**src/rtl/period_meter_pkg.sv**
```systemverilog
`default_nettype none
// ============================================================================
// Module      : period_meter_pkg
// Description : Shared state encoding and width helper for the period meter.
// Revision    : 1.0 - initial release
// ============================================================================
package period_meter_pkg;

    typedef enum logic [1:0] {
        IDLE      = 2'd0,
        ARMED     = 2'd1,
        MEASURING = 2'd2
    } state_e;

    // Bits needed to hold values 0 .. value-1.
    function automatic int clog2(input int value);
        int result;
        int v;
        result = 0;
        v      = value - 1;
        while (v > 0) begin
            result = result + 1;
            v      = v >> 1;
        end
        return result;
    endfunction

endpackage
`default_nettype wire

```
**src/rtl/edge_sync.sv**
```systemverilog
`default_nettype none
// ============================================================================
// Module      : edge_sync
// Description : SYNC_STAGES-deep synchroniser with a registered rising-edge
//               detector; SYNC_STAGES=0 takes the input as already synchronous.
// Revision    : 1.0 - initial release
// ============================================================================
module edge_sync #(
    parameter int SYNC_STAGES = 2
) (
    input  logic i_clk,
    input  logic i_rst,
    input  logic i_in,
    output logic o_rise
);

    logic w_sync;
    logic sync_d1_q;
    logic rise_q;
    logic rise_d;

    generate
        if (SYNC_STAGES > 0) begin : g_sync
            logic [SYNC_STAGES-1:0] stage_q;
            logic [SYNC_STAGES-1:0] stage_d;

            always_comb begin
                stage_d[0] = i_in;
                for (int i = 1; i < SYNC_STAGES; i++) begin
                    stage_d[i] = stage_q[i-1];
                end
            end

            always_ff @(posedge i_clk or posedge i_rst) begin
                if (i_rst) begin
                    stage_q <= '0;
                end else begin
                    stage_q <= stage_d;
                end
            end

            assign w_sync = stage_q[SYNC_STAGES-1];
        end else begin : g_bypass
            assign w_sync = i_in;
        end
    endgenerate

    assign rise_d = w_sync & ~sync_d1_q;

    always_ff @(posedge i_clk or posedge i_rst) begin
        if (i_rst) begin
            sync_d1_q <= 1'b0;
            rise_q    <= 1'b0;
        end else begin
            sync_d1_q <= w_sync;
            rise_q    <= rise_d;
        end
    end

    assign o_rise = rise_q;

endmodule
`default_nettype wire

```
**src/rtl/period_meter.sv**
```systemverilog
`default_nettype none
// ============================================================================
// Module      : period_meter
// Description : Counts i_clk cycles between rising edges of i_event and hands
//               each period out on a single-entry valid/ready result port.
// Revision    : 1.0 - initial release
// ============================================================================
module period_meter
    import period_meter_pkg::*;
#(
    parameter  int MAX_CNT     = 255,
    parameter  int SYNC_STAGES = 2,
    localparam int C_CNT_W     = clog2(MAX_CNT + 1)
) (
    input  logic               i_clk,
    input  logic               i_rst,
    input  logic               i_en,
    input  logic               i_event,
    input  logic               i_rdy,
    output logic               o_vld,
    output logic [C_CNT_W-1:0] o_period,
    output logic               o_ovf,
    output logic               o_drop,
    output logic               o_busy
);

    localparam logic [C_CNT_W-1:0] C_MAX = C_CNT_W'(MAX_CNT);
    localparam logic [C_CNT_W-1:0] C_ONE = C_CNT_W'(1);

    state_e             state_q, state_d;
    logic [C_CNT_W-1:0] cnt_q, cnt_d;
    logic [C_CNT_W-1:0] period_q, period_d;
    logic               ovf_pend_q, ovf_pend_d;
    logic               vld_q, vld_d;
    logic               ovf_q, ovf_d;
    logic               drop_q, drop_d;
    logic               w_edge;
    logic               w_capture;

    edge_sync #(
        .SYNC_STAGES (SYNC_STAGES)
    ) u_edge_sync (
        .i_clk  (i_clk),
        .i_rst  (i_rst),
        .i_in   (i_event),
        .o_rise (w_edge)
    );

    always_comb begin
        state_d    = state_q;
        cnt_d      = cnt_q;
        ovf_pend_d = ovf_pend_q;
        w_capture  = 1'b0;
        if (!i_en) begin
            state_d    = IDLE;
            cnt_d      = '0;
            ovf_pend_d = 1'b0;
        end else begin
            case (state_q)
                IDLE: begin
                    state_d = ARMED;
                    cnt_d   = '0;
                end
                ARMED: begin
                    if (w_edge) begin
                        cnt_d   = C_ONE;
                        state_d = MEASURING;
                    end
                end
                MEASURING: begin
                    if (w_edge) begin
                        w_capture  = 1'b1;
                        cnt_d      = C_ONE;
                        ovf_pend_d = 1'b0;
                    end else if (cnt_q == C_MAX) begin
                        // Saturate: the count stays put and the excess is remembered.
                        ovf_pend_d = 1'b1;
                    end else begin
                        cnt_d = cnt_q + C_ONE;
                    end
                end
                default: state_d = IDLE;
            endcase
        end
    end

    // A capture that finds the slot occupied and not draining is discarded.
    always_comb begin
        vld_d    = vld_q & ~i_rdy;
        period_d = period_q;
        ovf_d    = ovf_q;
        drop_d   = 1'b0;
        if (w_capture) begin
            if (!vld_q || i_rdy) begin
                vld_d    = 1'b1;
                period_d = cnt_q;
                ovf_d    = ovf_pend_q;
            end else begin
                drop_d = 1'b1;
            end
        end
    end

    always_ff @(posedge i_clk or posedge i_rst) begin
        if (i_rst) begin
            state_q    <= IDLE;
            cnt_q      <= '0;
            ovf_pend_q <= 1'b0;
            vld_q      <= 1'b0;
            period_q   <= '0;
            ovf_q      <= 1'b0;
            drop_q     <= 1'b0;
        end else begin
            state_q    <= state_d;
            cnt_q      <= cnt_d;
            ovf_pend_q <= ovf_pend_d;
            vld_q      <= vld_d;
            period_q   <= period_d;
            ovf_q      <= ovf_d;
            drop_q     <= drop_d;
        end
    end

    assign o_vld    = vld_q;
    assign o_period = period_q;
    assign o_ovf    = ovf_q;
    assign o_drop   = drop_q;
    assign o_busy   = (state_q != IDLE);

endmodule
`default_nettype wire

```
**config.mk**
```make
export PLATFORM = sky130hd
export DESIGN_NAME = period_meter
export DESIGN_NICKNAME = d
export VERILOG_FILES = /design/src/rtl/period_meter_pkg.sv /design/src/rtl/edge_sync.sv /design/src/rtl/period_meter.sv
export SDC_FILE = /design/constraint.sdc
export NUM_CORES = 1
export LEC_CHECK = 0
export ABC_AREA = 1
export CELL_PAD_IN_SITES_DETAIL_PLACEMENT = 0
export CELL_PAD_IN_SITES_GLOBAL_PLACEMENT = 2
export CORE_MARGIN = 2
export CORE_UTILIZATION = 38
export CTS_CLUSTER_SIZE = 10
export DETAILED_ROUTE_END_ITERATION = 7
export DONT_BUFFER_PORTS = 1
export PLACE_DENSITY_LB_ADDON = 0.08
export SYNTH_ARGS = -nofsm -noshare
export SYNTH_HDL_FRONTEND = slang
export SYNTH_SLANG_ARGS = --single-unit
```
**constraint.sdc**
```tcl
create_clock -name i_clk -period 1.8 [get_ports i_clk]
set_input_delay 0.36 -clock i_clk [delete_from_list [all_inputs] [get_ports i_clk]]
set_output_delay 0.36 -clock i_clk [all_outputs]
set_load 0.01 [all_outputs]
```
Word level (Yosys, flattened, before mapping)
Index checks and enable logic that the tools add are counted.
Storage, ports and cells
  memories kept: 0
  register bits: 26
  memory bits (writable): 0
  output and inout bits: 12
  bits in read-only memories: 0
  latch bits: 0
  word-level logic and storage cells: 51
Cells by class
  bitwise logic cells: 4
  $lt $le $gt $ge: 0
  divide/modulo/power cells: 0
  muxes and demuxes: 19
  reductions and logical operators: 8
  shifts and indexed selects: 0
  equal/unequal tests: 9
  add/sub/neg operators: 1
  multipliers: 0
Operator list (number)
  $mux 8: 4
  $pmux 8 s3: 1
  $mux 1: 11
  $add 8x1->8 const B: 1
  $eq 8x8->1 const B: 1
  $pmux 2 s3: 1
  $reduce_and 2->1: 3
  $mux 2: 2
  $ne 4x1->1 const B: 1
  $ne 4x3->1 const B: 1
  $ne 3x1->1 const B: 1
  $ne 3x2->1 const B: 1
  $reduce_and 3->1: 1
  $and 1x1->1: 2
  $eq 2x1->1 const B: 1
  $eq 2x2->1 const B: 1
  $logic_not 2->1: 1
  $ne 2x1->1 const B: 1
  $ne 2x2->1 const B: 1
  $not 1->1: 2
  $reduce_bool 2->1: 1
  $logic_not 1->1: 1
  $logic_or 1x1->1: 1

Depth between registers and ports, before layout
  depth in word-level cells: 5
  depth in mapped cells: 10

By module
Synthesis repeated with hierarchy kept, for this count alone.
Second synthesis, totals
  cells, all modules: 145
  area total of the unflattened synthesis: 1318.8 µm²
Modules (own cells, without submodules)
  period_meter: instances 1, cells an instance 138, area each 1204.9 µm², seq. area each 550.5 µm²
  edge_sync: instances 1, cells an instance 7, area each 113.9 µm², seq. area each 100.1 µm²

Worst setup path before layout
Ideal clock, no wire load.
  path type: reg2reg
  start point: register state_q[0]
  end point: register cnt_q[3]
  setup slack: 0.381 ns
  arrival time: 1.302 ns
  stages on the path, launching flop included: 11
  library setup time: 0.118 ns
  cells stage by stage: dfrtp_1 > inv_1 > ha_1 > inv_1 > nand2_1 > nor2_2 > nor2_4 > nand2_4 > buf_12 > nand2_1 > o21ai_2
Between the ends
  word-level cells in the longest chain between the ends: 3
RTL lines
  start, declared: RTL line period_meter.sv:30  | state_e state_q, state_d;
  start signal, assigned: RTL line period_meter.sv:114  | state_q <= state_d;
  $eq 2x2->1 (tied with other cells): RTL line period_meter.sv:59  | case (state_q)
  $ne 4x1->1 (no source line) (tied with other cells)
  $reduce_and 3->1 (no source line) / $mux 8 (equally long branches)
  end signal, assigned: RTL line period_meter.sv:115  | cnt_q <= cnt_d;
  end, declared: RTL line period_meter.sv:31  | logic [C_CNT_W-1:0] cnt_q, cnt_d;
Several ways; a longest one is shown, not always the timed one.
A chain may end at the register's enable or synchronous reset.

Final worst setup path
  start point: register state_q[0]
  end point: register cnt_q[2]
The elaborated chain is that of the path after synthesis.

==> metrics.log <==
[metrics] critical-path cell with the highest stage delay: sky130_fd_sc_hd__dfrtp_1
[metrics] Yosys top cell area share: about half
[metrics] post-route design area: 0.00141 mm^2
[metrics] die area: between 0.004 and 0.005 mm^2
[metrics] Max rail drop VDD: 268 uV
[metrics] maximum operating frequency: 633 MHz
[metrics] RSZ-0062 raised after global routing: false
[metrics] WL/cell: 11.9 um
[metrics] CTS tree: yes
[metrics] cell-by-cell listing of the critical path: inv_1 -> ha_1 -> nand2_2 -> nor2_4 -> nand3_4 -> nand2_4 -> inv_2 -> nand2_1 -> o21ai_1
[metrics] RR Startpoint: state_q[0]
[metrics] Placer Congestion: 0.776
[metrics] max cap viols: 0
[metrics] most frequent cells in the layout: sky130_fd_sc_hd__nand2_1, sky130_fd_sc_hd__dfrtp_1, sky130_fd_sc_hd__inv_1
[metrics] leading area contributor after synthesis: sky130_fd_sc_hd__dfrtp_1
[metrics] most common cell after layout, fill and taps aside: sky130_fd_sc_hd__nand2_1
[metrics] count of clock tree sinks: 26
[metrics] YS warnings: 0
[metrics] worst hold path type: input port to flip-flop
[metrics] number of setup buffers added after CTS: 0
[metrics] power density normalized to cell area: just under 700 mW/mm^2
[metrics] final net count: between 150 and 200
[metrics] maximum number of pins on one net before global-route repair: 26
[metrics] Design Power: slightly below 1 mW
[metrics] global-route wire length before repair: between 4000 and 5000 um
[metrics] Worst Max-Slew Pin Slew: about 0.32 ns
[metrics] total global routing track utilization: 13.4%
[metrics] syn_area_per_cell: between 9 and 10 um^2
[metrics] overall via count from detail_route: a little over 900
[metrics] worst hold-check slack: 0.0567 ns
[metrics] Core Box Area: 0.00336 mm^2
[metrics] final wirelength: 2310 um
[metrics] CP required: between 2 and 2.5 ns
[metrics] sequential cell area fraction in the yosys report: 48.7%
[metrics] critical path's top delay family: simple AND/OR/NAND/NOR gates
[metrics] CTS buffer count: 3
[metrics] # DRC: 0
[metrics] outcome: finished, final reports clean
[metrics] critical path buffer and inverter count: 2
[metrics] drt first-iter violations: 24
[metrics] share of cells above drive strength 1: ~21%
[metrics] Avg Vias per Cell: 4.70
[metrics] category of the critical setup timing path: flip-flop to flip-flop
[metrics] startpoint of the worst setup timing path: state_q[0]
[metrics] post-detail-place hpwl: roughly 1800 um
[metrics] critical path fanouts, max: 12
[metrics] synthesized netlist cell count: 146
[metrics] total cell area at the placement stage: between 0.001 and 0.0015 mm^2
[metrics] boundary pin count: 17
[metrics] max-slew violation count: 0
[metrics] fill cell instance count of the final layout: 376
[metrics] Slowest Stage Delay on Critical Path: 0.41 ns
[metrics] nets in the synthesized netlist: 156
[metrics] number of I/O port buffers: 0
[metrics] CTS H-tree lvls: 1
[metrics] setup TNS after final layout: 0 ns
[metrics] initial core utilization: between 30 and 40%
[metrics] worst slew slack as a fraction of its limit: 78.5%
[metrics] root buf cell: sky130_fd_sc_hd__clkbuf_4
[metrics] count of nets left with antenna violations after detail routing: 0
[metrics] initial antenna violation count: 0
[metrics] clock buffer depth: 2
[metrics] cell area after technology mapping: 0.00134 mm^2
[metrics] width of the die: 63.3 um
[metrics] post-synthesis to final-layout area growth: 5.34%
[metrics] endpoints failing setup: 0
[metrics] start point of the worst hold path: i_event
[metrics] floorplan row count: 21
[metrics] post-layout utilization of the core: a little over two fifths
[metrics] total count of hold-check failures in the final report: 0
[metrics] worst clock skew on the final layout: 0.000780 ns
[metrics] vertical die dimension: approximately 63 um
[metrics] number of iterations in the first detailed-routing pass: 4
[metrics] portion of the clock cycle consumed by the worst path in the final layout: roughly 90%
[metrics] data arrival time of the critical path: 1.80 ns
[metrics] FF+latch count, synth: 26
[metrics] multi-input combinational cell area: 573 um^2
[metrics] total congestion overflow after global routing: 0
[metrics] Worst-path clk slew: 0.13 ns
[metrics] nature of the critical path endpoint: flip-flop
[metrics] minimum clock period: 1.58 ns
[metrics] startpoint class of the critical path: flip-flop
[metrics] leakage power figure: 0.651 nW
[metrics] ranking of synthesized cells by area: sky130_fd_sc_hd__dfrtp_1, sky130_fd_sc_hd__nand2_1, sky130_fd_sc_hd__o21ai_2
[metrics] later-pin clock latency in the skew report: roughly 0.31 ns
[metrics] antenna cells: 0
[metrics] vias in the first global route: 920
[metrics] number of unique standard cell types used by synthesis: 21
[metrics] Register Area: 651 um^2
## power by group
part / switching, mW / leakage, nW / internal, mW
Combinational: 0.0921 / 0.283 / 0.0360
Clock: 0.165 / 0.0138 / 0.0783
Sequential: 0.0103 / 0.354 / 0.598
## synthesized netlist by cell type
cell                      number
sky130_fd_sc_hd__nand4_1       3
sky130_fd_sc_hd__nor2_2        4
sky130_fd_sc_hd__inv_1        22
sky130_fd_sc_hd__o21ai_0       3
sky130_fd_sc_hd__o32ai_1       1
sky130_fd_sc_hd__o21ai_2      13
sky130_fd_sc_hd__nand2_2       5
sky130_fd_sc_hd__ha_1          5
sky130_fd_sc_hd__nand3_1       9
sky130_fd_sc_hd__dfrtp_1      26
sky130_fd_sc_hd__nand2_1      32
sky130_fd_sc_hd__buf_12        1
sky130_fd_sc_hd__a21oi_1       3
sky130_fd_sc_hd__buf_6         1
sky130_fd_sc_hd__inv_2         1
sky130_fd_sc_hd__o21ai_1       3
sky130_fd_sc_hd__nor2_1        8
sky130_fd_sc_hd__nor3_1        1
sky130_fd_sc_hd__nand3_4       1
sky130_fd_sc_hd__nor2_4        3
sky130_fd_sc_hd__nand2_4       1
## metrics by stage
step / std cells / worst slack [ns]
2_1_floorplan: 146 / 0.381
3_3_place_gp: 191 / 0.266
3_5_place_dp: 191 / 0.209
4_1_cts: 195 / 0.195
5_1_grt: 195 / 0.0770
6_report: 195 / 0.221
## flip-flops by register name, indices dropped and copies added (netlist names)
signal / count
cnt_q: 8
o_drop: 1
o_ovf: 1
o_period: 8
o_vld: 1
ovf_pend_q: 1
state_q: 2
u_edge_sync.g_sync.stage_q: 2
u_edge_sync.o_rise: 1
u_edge_sync.sync_d1_q: 1
## kinds of logic (layout without fill, tap and decap cells)
kind of cell	count (synthesis)	count (layout)	share of synthesized area, %
simple gates	67	67	25.3
flops	26	26	48.7
buf+inv	25	28	8.80
compound gates	23	23	12.5
fa+ha+maj	5	5	4.68
## cell type report
type                            instances  share of cell area [%]
Multi-Input combinational cell         95                    40.7
Sequential cell                        26                    46.2
Clock buffer                            3                    1.60
Inverter                               23                    6.13
Tap cell                               46                    4.09
Timing Repair Buffer                    2                    1.24
## what timing repair did
item                                    in CTS  in global routing
hold endpoints to repair                     2                  0
resized for setup                            0                  1
endpoints found under the setup margin       0                  3
hold buffers                                 1                  0
## worst register-to-register path, stage by stage (launching register included)
cell and delay [ns]:
sky130_fd_sc_hd__dfrtp_1 0.41, sky130_fd_sc_hd__inv_1 0.12, sky130_fd_sc_hd__ha_1 0.24, sky130_fd_sc_hd__nand2_2 0.11
sky130_fd_sc_hd__nor2_4 0.13, sky130_fd_sc_hd__nand3_4 0.11, sky130_fd_sc_hd__nand2_4 0.19, sky130_fd_sc_hd__inv_2 0.07
sky130_fd_sc_hd__nand2_1 0.05, sky130_fd_sc_hd__o21ai_1 0.06
## layer usage
layer	track usage (%)	vias to the layer above	routed length [um]
met5	0	-	0
met4	4.08	0	31
met3	3.21	4	85
met2	20.2	20	996
met1	19.0	419	1200
li1	-	473	-
## path summary, 6_finish.rpt
path                                                  to  slack (ns)  cells past startpoint
setup / recovery                                cnt_q[2]        0.22                      9
hold / removal             u_edge_sync.g_sync.stage_q[0]        0.06                      0
setup reg to reg                                cnt_q[2]        0.22                      9
hold reg to reg            u_edge_sync.g_sync.stage_q[1]        0.38                      0
max in group asynchronous                       cnt_q[4]        0.99                      3
min in group asynchronous                          o_vld        0.32                      2
(Power assumes the default switching activity.)
